===== src/rtl/hilo_acc_file.sv =====
// hilo_acc_file: NUM_ACC HI/LO accumulator pairs with MOVE, MADD/MSUB and CLEAR,
// plus a combinational read port and sticky per-accumulator overflow flags.
//
// Ports:
//   clk, rst            rising-edge clock, asynchronous active-high reset
//   i_valid / o_ready   operation request / block can accept this cycle
//   i_op                00 MOVE, 01 MADD, 10 MSUB, 11 CLEAR
//   i_acc_sel           target accumulator
//   i_we_hi, i_we_lo    MOVE half-write enables
//   i_hi, i_lo          MOVE data, or the signed 2*DATA_W MADD/MSUB operand
//   i_rd_sel            read select; o_hi/o_lo show that accumulator
//   o_ovf               sticky signed-overflow flag per accumulator
//
// Build option: define HILO_BYPASS_EN to forward the current cycle's write
// (MOVE, CLEAR or accumulate result) onto o_hi/o_lo in the same cycle.
module hilo_acc_file #(
    parameter int DATA_W  = 32,
    parameter int NUM_ACC = 4,
    parameter int ACC_AW  = (NUM_ACC > 1) ? $clog2(NUM_ACC) : 1
) (
    input  logic               clk,
    input  logic               rst,
    input  logic               i_valid,
    output logic               o_ready,
    input  logic [1:0]         i_op,
    input  logic [ACC_AW-1:0]  i_acc_sel,
    input  logic               i_we_hi,
    input  logic               i_we_lo,
    input  logic [DATA_W-1:0]  i_hi,
    input  logic [DATA_W-1:0]  i_lo,
    input  logic [ACC_AW-1:0]  i_rd_sel,
    output logic [DATA_W-1:0]  o_hi,
    output logic [DATA_W-1:0]  o_lo,
    output logic [NUM_ACC-1:0] o_ovf
);

    localparam int AW2 = 2 * DATA_W;

    localparam logic [1:0] OP_MOVE  = 2'b00;
    localparam logic [1:0] OP_MADD  = 2'b01;
    localparam logic [1:0] OP_MSUB  = 2'b10;
    localparam logic [1:0] OP_CLEAR = 2'b11;

    typedef enum logic {
        IDLE,
        ACC
    } state_t;

    typedef logic [AW2-1:0] acc_t;

    state_t                   state_q, state_d;
    acc_t   [NUM_ACC-1:0]     acc_q, acc_d;
    logic   [NUM_ACC-1:0]     ovf_q, ovf_d;
    logic                     sub_q, sub_d;
    logic   [ACC_AW-1:0]      sel_q, sel_d;
    acc_t                     opnd_q, opnd_d;

    acc_t                     cur;
    acc_t                     res;
    logic                     opnd_sign;
    logic                     ovf_hit;
    logic                     accept;
    acc_t   [NUM_ACC-1:0]     rd_src;

    // With a single pair every select matches; otherwise an out-of-range
    // select matches nothing, so writes drop and reads return zero.
    function automatic logic hit(input logic [ACC_AW-1:0] s, input int a);
        return (NUM_ACC == 1) || (s == a[ACC_AW-1:0]);
    endfunction

    assign o_ready = (state_q == IDLE);
    assign accept  = i_valid && o_ready;
    assign o_ovf   = ovf_q;

    always_comb begin
        cur = '0;
        for (int a = 0; a < NUM_ACC; a++) begin
            if (hit(sel_q, a)) begin
                cur = acc_q[a];
            end
        end
        res = sub_q ? (cur - opnd_q) : (cur + opnd_q);
        // Subtraction overflows like adding an operand of opposite sign.
        opnd_sign = opnd_q[AW2-1] ^ sub_q;
        ovf_hit   = (cur[AW2-1] == opnd_sign) && (res[AW2-1] != cur[AW2-1]);
    end

    always_comb begin
        state_d = state_q;
        acc_d   = acc_q;
        ovf_d   = ovf_q;
        sub_d   = sub_q;
        sel_d   = sel_q;
        opnd_d  = opnd_q;
        unique case (state_q)
            IDLE: begin
                if (accept) begin
                    unique case (i_op)
                        OP_MOVE: begin
                            for (int a = 0; a < NUM_ACC; a++) begin
                                if (hit(i_acc_sel, a)) begin
                                    if (i_we_hi) acc_d[a][AW2-1:DATA_W] = i_hi;
                                    if (i_we_lo) acc_d[a][DATA_W-1:0]   = i_lo;
                                end
                            end
                        end
                        OP_MADD, OP_MSUB: begin
                            sub_d   = (i_op == OP_MSUB);
                            sel_d   = i_acc_sel;
                            opnd_d  = {i_hi, i_lo};
                            state_d = ACC;
                        end
                        OP_CLEAR: begin
                            for (int a = 0; a < NUM_ACC; a++) begin
                                if (hit(i_acc_sel, a)) begin
                                    acc_d[a] = '0;
                                    ovf_d[a] = 1'b0;
                                end
                            end
                        end
                        default: ;
                    endcase
                end
            end
            ACC: begin
                for (int a = 0; a < NUM_ACC; a++) begin
                    if (hit(sel_q, a)) begin
                        acc_d[a] = res;
                        if (ovf_hit) ovf_d[a] = 1'b1;
                    end
                end
                state_d = IDLE;
            end
            default: state_d = IDLE;
        endcase
    end

    always_ff @(posedge clk or posedge rst) begin
        if (rst) begin
            state_q <= IDLE;
            acc_q   <= '0;
            ovf_q   <= '0;
            sub_q   <= 1'b0;
            sel_q   <= '0;
            opnd_q  <= '0;
        end else begin
            state_q <= state_d;
            acc_q   <= acc_d;
            ovf_q   <= ovf_d;
            sub_q   <= sub_d;
            sel_q   <= sel_d;
            opnd_q  <= opnd_d;
        end
    end

`ifdef HILO_BYPASS_EN
    assign rd_src = acc_d;
`else
    assign rd_src = acc_q;
`endif

    always_comb begin
        o_hi = '0;
        o_lo = '0;
        for (int a = 0; a < NUM_ACC; a++) begin
            if (hit(i_rd_sel, a)) begin
                o_hi = rd_src[a][AW2-1:DATA_W];
                o_lo = rd_src[a][DATA_W-1:0];
            end
        end
    end

endmodule


===== config.mk =====
export PLATFORM = sky130hd
export DESIGN_NAME = hilo_acc_file
export DESIGN_NICKNAME = d
export VERILOG_FILES = /design/src/rtl/hilo_acc_file.sv
export SDC_FILE = /design/constraint.sdc
export NUM_CORES = 1
export LEC_CHECK = 0
export ABC_AREA = 1
export CAP_MARGIN = 5
export CORE_UTILIZATION = 55
export CTS_CLUSTER_SIZE = 16
export DETAILED_ROUTE_END_ITERATION = 16
export MAX_ROUTING_LAYER = met4
export PLACE_DENSITY = 0.78
export RECOVER_POWER = 25
export SYNTH_ARGS = -nofsm -noshare
export SYNTH_HDL_FRONTEND = slang
export SYNTH_SLANG_ARGS = --single-unit

===== constraint.sdc =====
create_clock -name clk -period 11.9 [get_ports clk]
set_input_delay 2.975 -clock clk [delete_from_list [all_inputs] [get_ports clk]]
set_output_delay 2.975 -clock clk [all_outputs]
set_load 0.02 [all_outputs]

==> impl_metrics.ini <==
[status]
outcome = finished, violations left
failed_checks = max-capacitance violations, max-slew violations

[setup_path]
max_stage_delay_ns = 3.34
critical_path_arrival_ns = 8.34
crit_start = rst
critPathRequiredTime_ns = 11.47
rr_startpoint = sel_q[1]
crit_path_start_kind = input pin
crit_chain = dlygate4sd3_1 -> clkinvlp_2 -> clkbuf_2
critPathSlowestCell = clkbuf_2
worstPathMaxFanout = 192
critical_path_class = input pin to async pin
critPathCaptureType = async pin

[sta]
final.min_clock_period_ns = 8.767
fin_ws_ns = 3.133
post-route-period-util = 0.7368
worst_slew_pin_slew_ns = 4.723
setup_viol = 0
hold_violations = 0
slew_headroom = -2.148
fmaxAchievable_ghz = 0.1141
rsz0062_at_grt = no
slew_viol_final = 417
tns_ns = 0
finalClockSkew_ns = 0.01177

[global_route]
grt_pass1_wl_mm = 135.0
grt_use_total = 0.4416
grt_max_degree = 193
grt_pass1_vias = 22827
grt_overflow = 0
antenna_found_initial = 6

[die]
core_mm2 = 0.04083
die_y_um = 205.7
row_count = 74
die_x_um = 205.7
start_util = 0.5588
dieArea_mm2 = 0.04230
ios = 144

[synthesis]
synthTopCellsByArea = dfrtp_1 (36%), nand2_1 (20%), inv_1 (6.6%), o21ai_0 (5.7%), a21oi_1 (4.0%)
synth_async_sr_flop_share = 1.000
yosysUniqueCellTypes = 50
syn_inst = 3418
yosys-top-cells-count = nand2_1 (1243), inv_1 (401), dfrtp_1 (328)
synthDominantCellAreaShare = 0.3597
syn_nets = 3561
synth.most_common_cell = nand2_1
netlist_area_mm2 = 0.02282
ys_seq_elements = 328
synth_top_flop_cell = dfrtp_1
ys_seq_area_frac = 0.3597
synth_edf_count = 0
avgSynthCellArea_um2 = 6.676
yosys.area.top_type = dfrtp_1
synth-warning-count = 0

[run]
drv_cap = 5

[clock_network]
post_cts_buffers = 0
hold_buffers = 0
clk_latency_ns = 0.58
cts_resized = 0
cts_root_buffer = clkbuf_16
cts_buffers = 38
path_clk_slew_ns = 0.06
clock_sinks = 328
cts_tree = done
clock_path_buffers = 3
cts.htree.levels = 2

[routing]
ant_nets = 0
drc = 0
num_vias = 24797
dr.pass1.iters = 7
drt_iter0_markers = 3344
wl_per_cell_um = 22.46
vias_per_cell = 6.109
drt_wl_total_mm = 91.18

[pwr]
intPower_mw = 3.500
seqPwrFrac = 0.271
power.density_mw_per_mm2 = 271.4
power_frac_comb = 0.549
p_clk_frac = 0.180
p_sw_mw = 3.543
p_sw_frac = 0.5031
vdd_drop_max_v = 0.0001694
p_leak_nw = 12.73

[cells_and_area]
nets = 3637
area_delta_synth_final_pct = 13.72
final_cells = 4059
drive_above_1_share = 0.05481
multiInputGateArea_mm2 = 0.01252
fin_util = 0.6355
fill_cells = 3730
seq_area_mm2 = 0.008209

[placed_design]
dpl.cell_count = 3986
port_buffers = 143
place.gp.congestion = 1.058
post-place-ws_ns = 3.203
hpwl_mm = 66.07

[worst_hold_path]
hold_path.class = flop to flop
min_from = acc_q[252]
==> per-stage QoR <==
stage	hold slack [ns]	area, um2	total power, mW
2_1_floorplan	0.4489	22820	4.296
3_3_place_gp	0.4624	24640	5.526
3_5_place_dp	0.4657	24640	5.594
4_1_cts	0.4821	25970	6.872
5_1_grt	0.4947	25950	7.443
6_report	0.4838	25950	7.043
==> worst max-delay path: cells and delay by family <==
family / cells / cell delay [ns]
buf+inv: 3 / 5.09
==> flip-flops by register name, summed over array words and instances (netlist names) <==
name,count
sel_q,2
sub_q,1
o_ovf,4
state_q,1
acc_q,256
opnd_q,64
==> layout make-up <==
type / instances / share of cell area
Antenna cell: 6 / 0.0005786
Tap cell: 532 / 0.02565
Sequential cell: 328 / 0.3164
Inverter: 420 / 0.06081
Clock inverter: 12 / 0.008342
Multi-Input combinational cell: 2533 / 0.4824
Timing Repair Buffer: 173 / 0.06331
Clock buffer: 55 / 0.04258
==> power groups by stage <==
| stage | registers (mW) | clock network (mW) | logic, mW |
|---|---|---|---|
| 6_report | 1.91 | 1.26 | 3.87 |
| 5_1_grt | 1.94 | 1.30 | 4.19 |
| 4_1_cts | 1.88 | 1.26 | 3.72 |
| 3_5_place_dp | 1.89 | 0 | 3.70 |
| 3_3_place_gp | 1.89 | 0 | 3.63 |
| 2_1_floorplan | 1.78 | 0 | 2.52 |
==> placed cells by master, fill, tap and decap left out, types with 22 or more instances in the layout <==
cell type | netlist | layout
o22ai_1 | 91 | 91
clkdlybuf4s50_1 | 0 | 137
a21oi_1 | 183 | 183
a22oi_1 | 22 | 22
nand2_1 | 1243 | 1243
nor2_1 | 236 | 233
nor3_1 | 22 | 22
o21ai_1 | 24 | 24
inv_1 | 401 | 398
clkbuf_16 | 0 | 38
o21ai_0 | 260 | 260
nand3_1 | 77 | 77
dfrtp_1 | 328 | 327
buf_4 | 5 | 26
a221oi_1 | 31 | 31
nand4_1 | 24 | 24
xor2_1 | 64 | 64
ha_1 | 67 | 67
==> metal layers <==
layer | routed length, um | up-vias | track usage
met5 | 0 | - | -
met2 | 36840 | 1682 | 0.6025
li1 | - | 11191 | -
met3 | 13610 | 215 | 0.1400
met4 | 2753 | 0 | 0.1307
met1 | 37980 | 11709 | 0.6192
==> final timing paths <==
kind	to	slack (ns)	cells past startpoint
max	acc_q[244]	3.13	3
min	acc_q[252]	0.48	2
max reg2reg	acc_q[112]	5.98	20
min reg2reg	acc_q[252]	0.48	2
max in group clk	o_lo[17]	3.14	7
min in group asynchronous	acc_q[129]	3.41	2
==> logic make-up (layout without fill, tap and decap cells) <==
family / after synthesis / in the layout / share of synthesized area
AOI/OAI and AO/OA: 717 / 717 / 0.1847
buffers and inverters: 557 / 660 / 0.09404
adders and majority gates: 68 / 68 / 0.03762
xor gates and xnor gates: 73 / 73 / 0.02802
other: 0 / 6 / 0
DFF: 328 / 328 / 0.3597
and+or+nand+nor: 1675 / 1675 / 0.2959
Note: power is estimated with default switching activity, not from simulation.
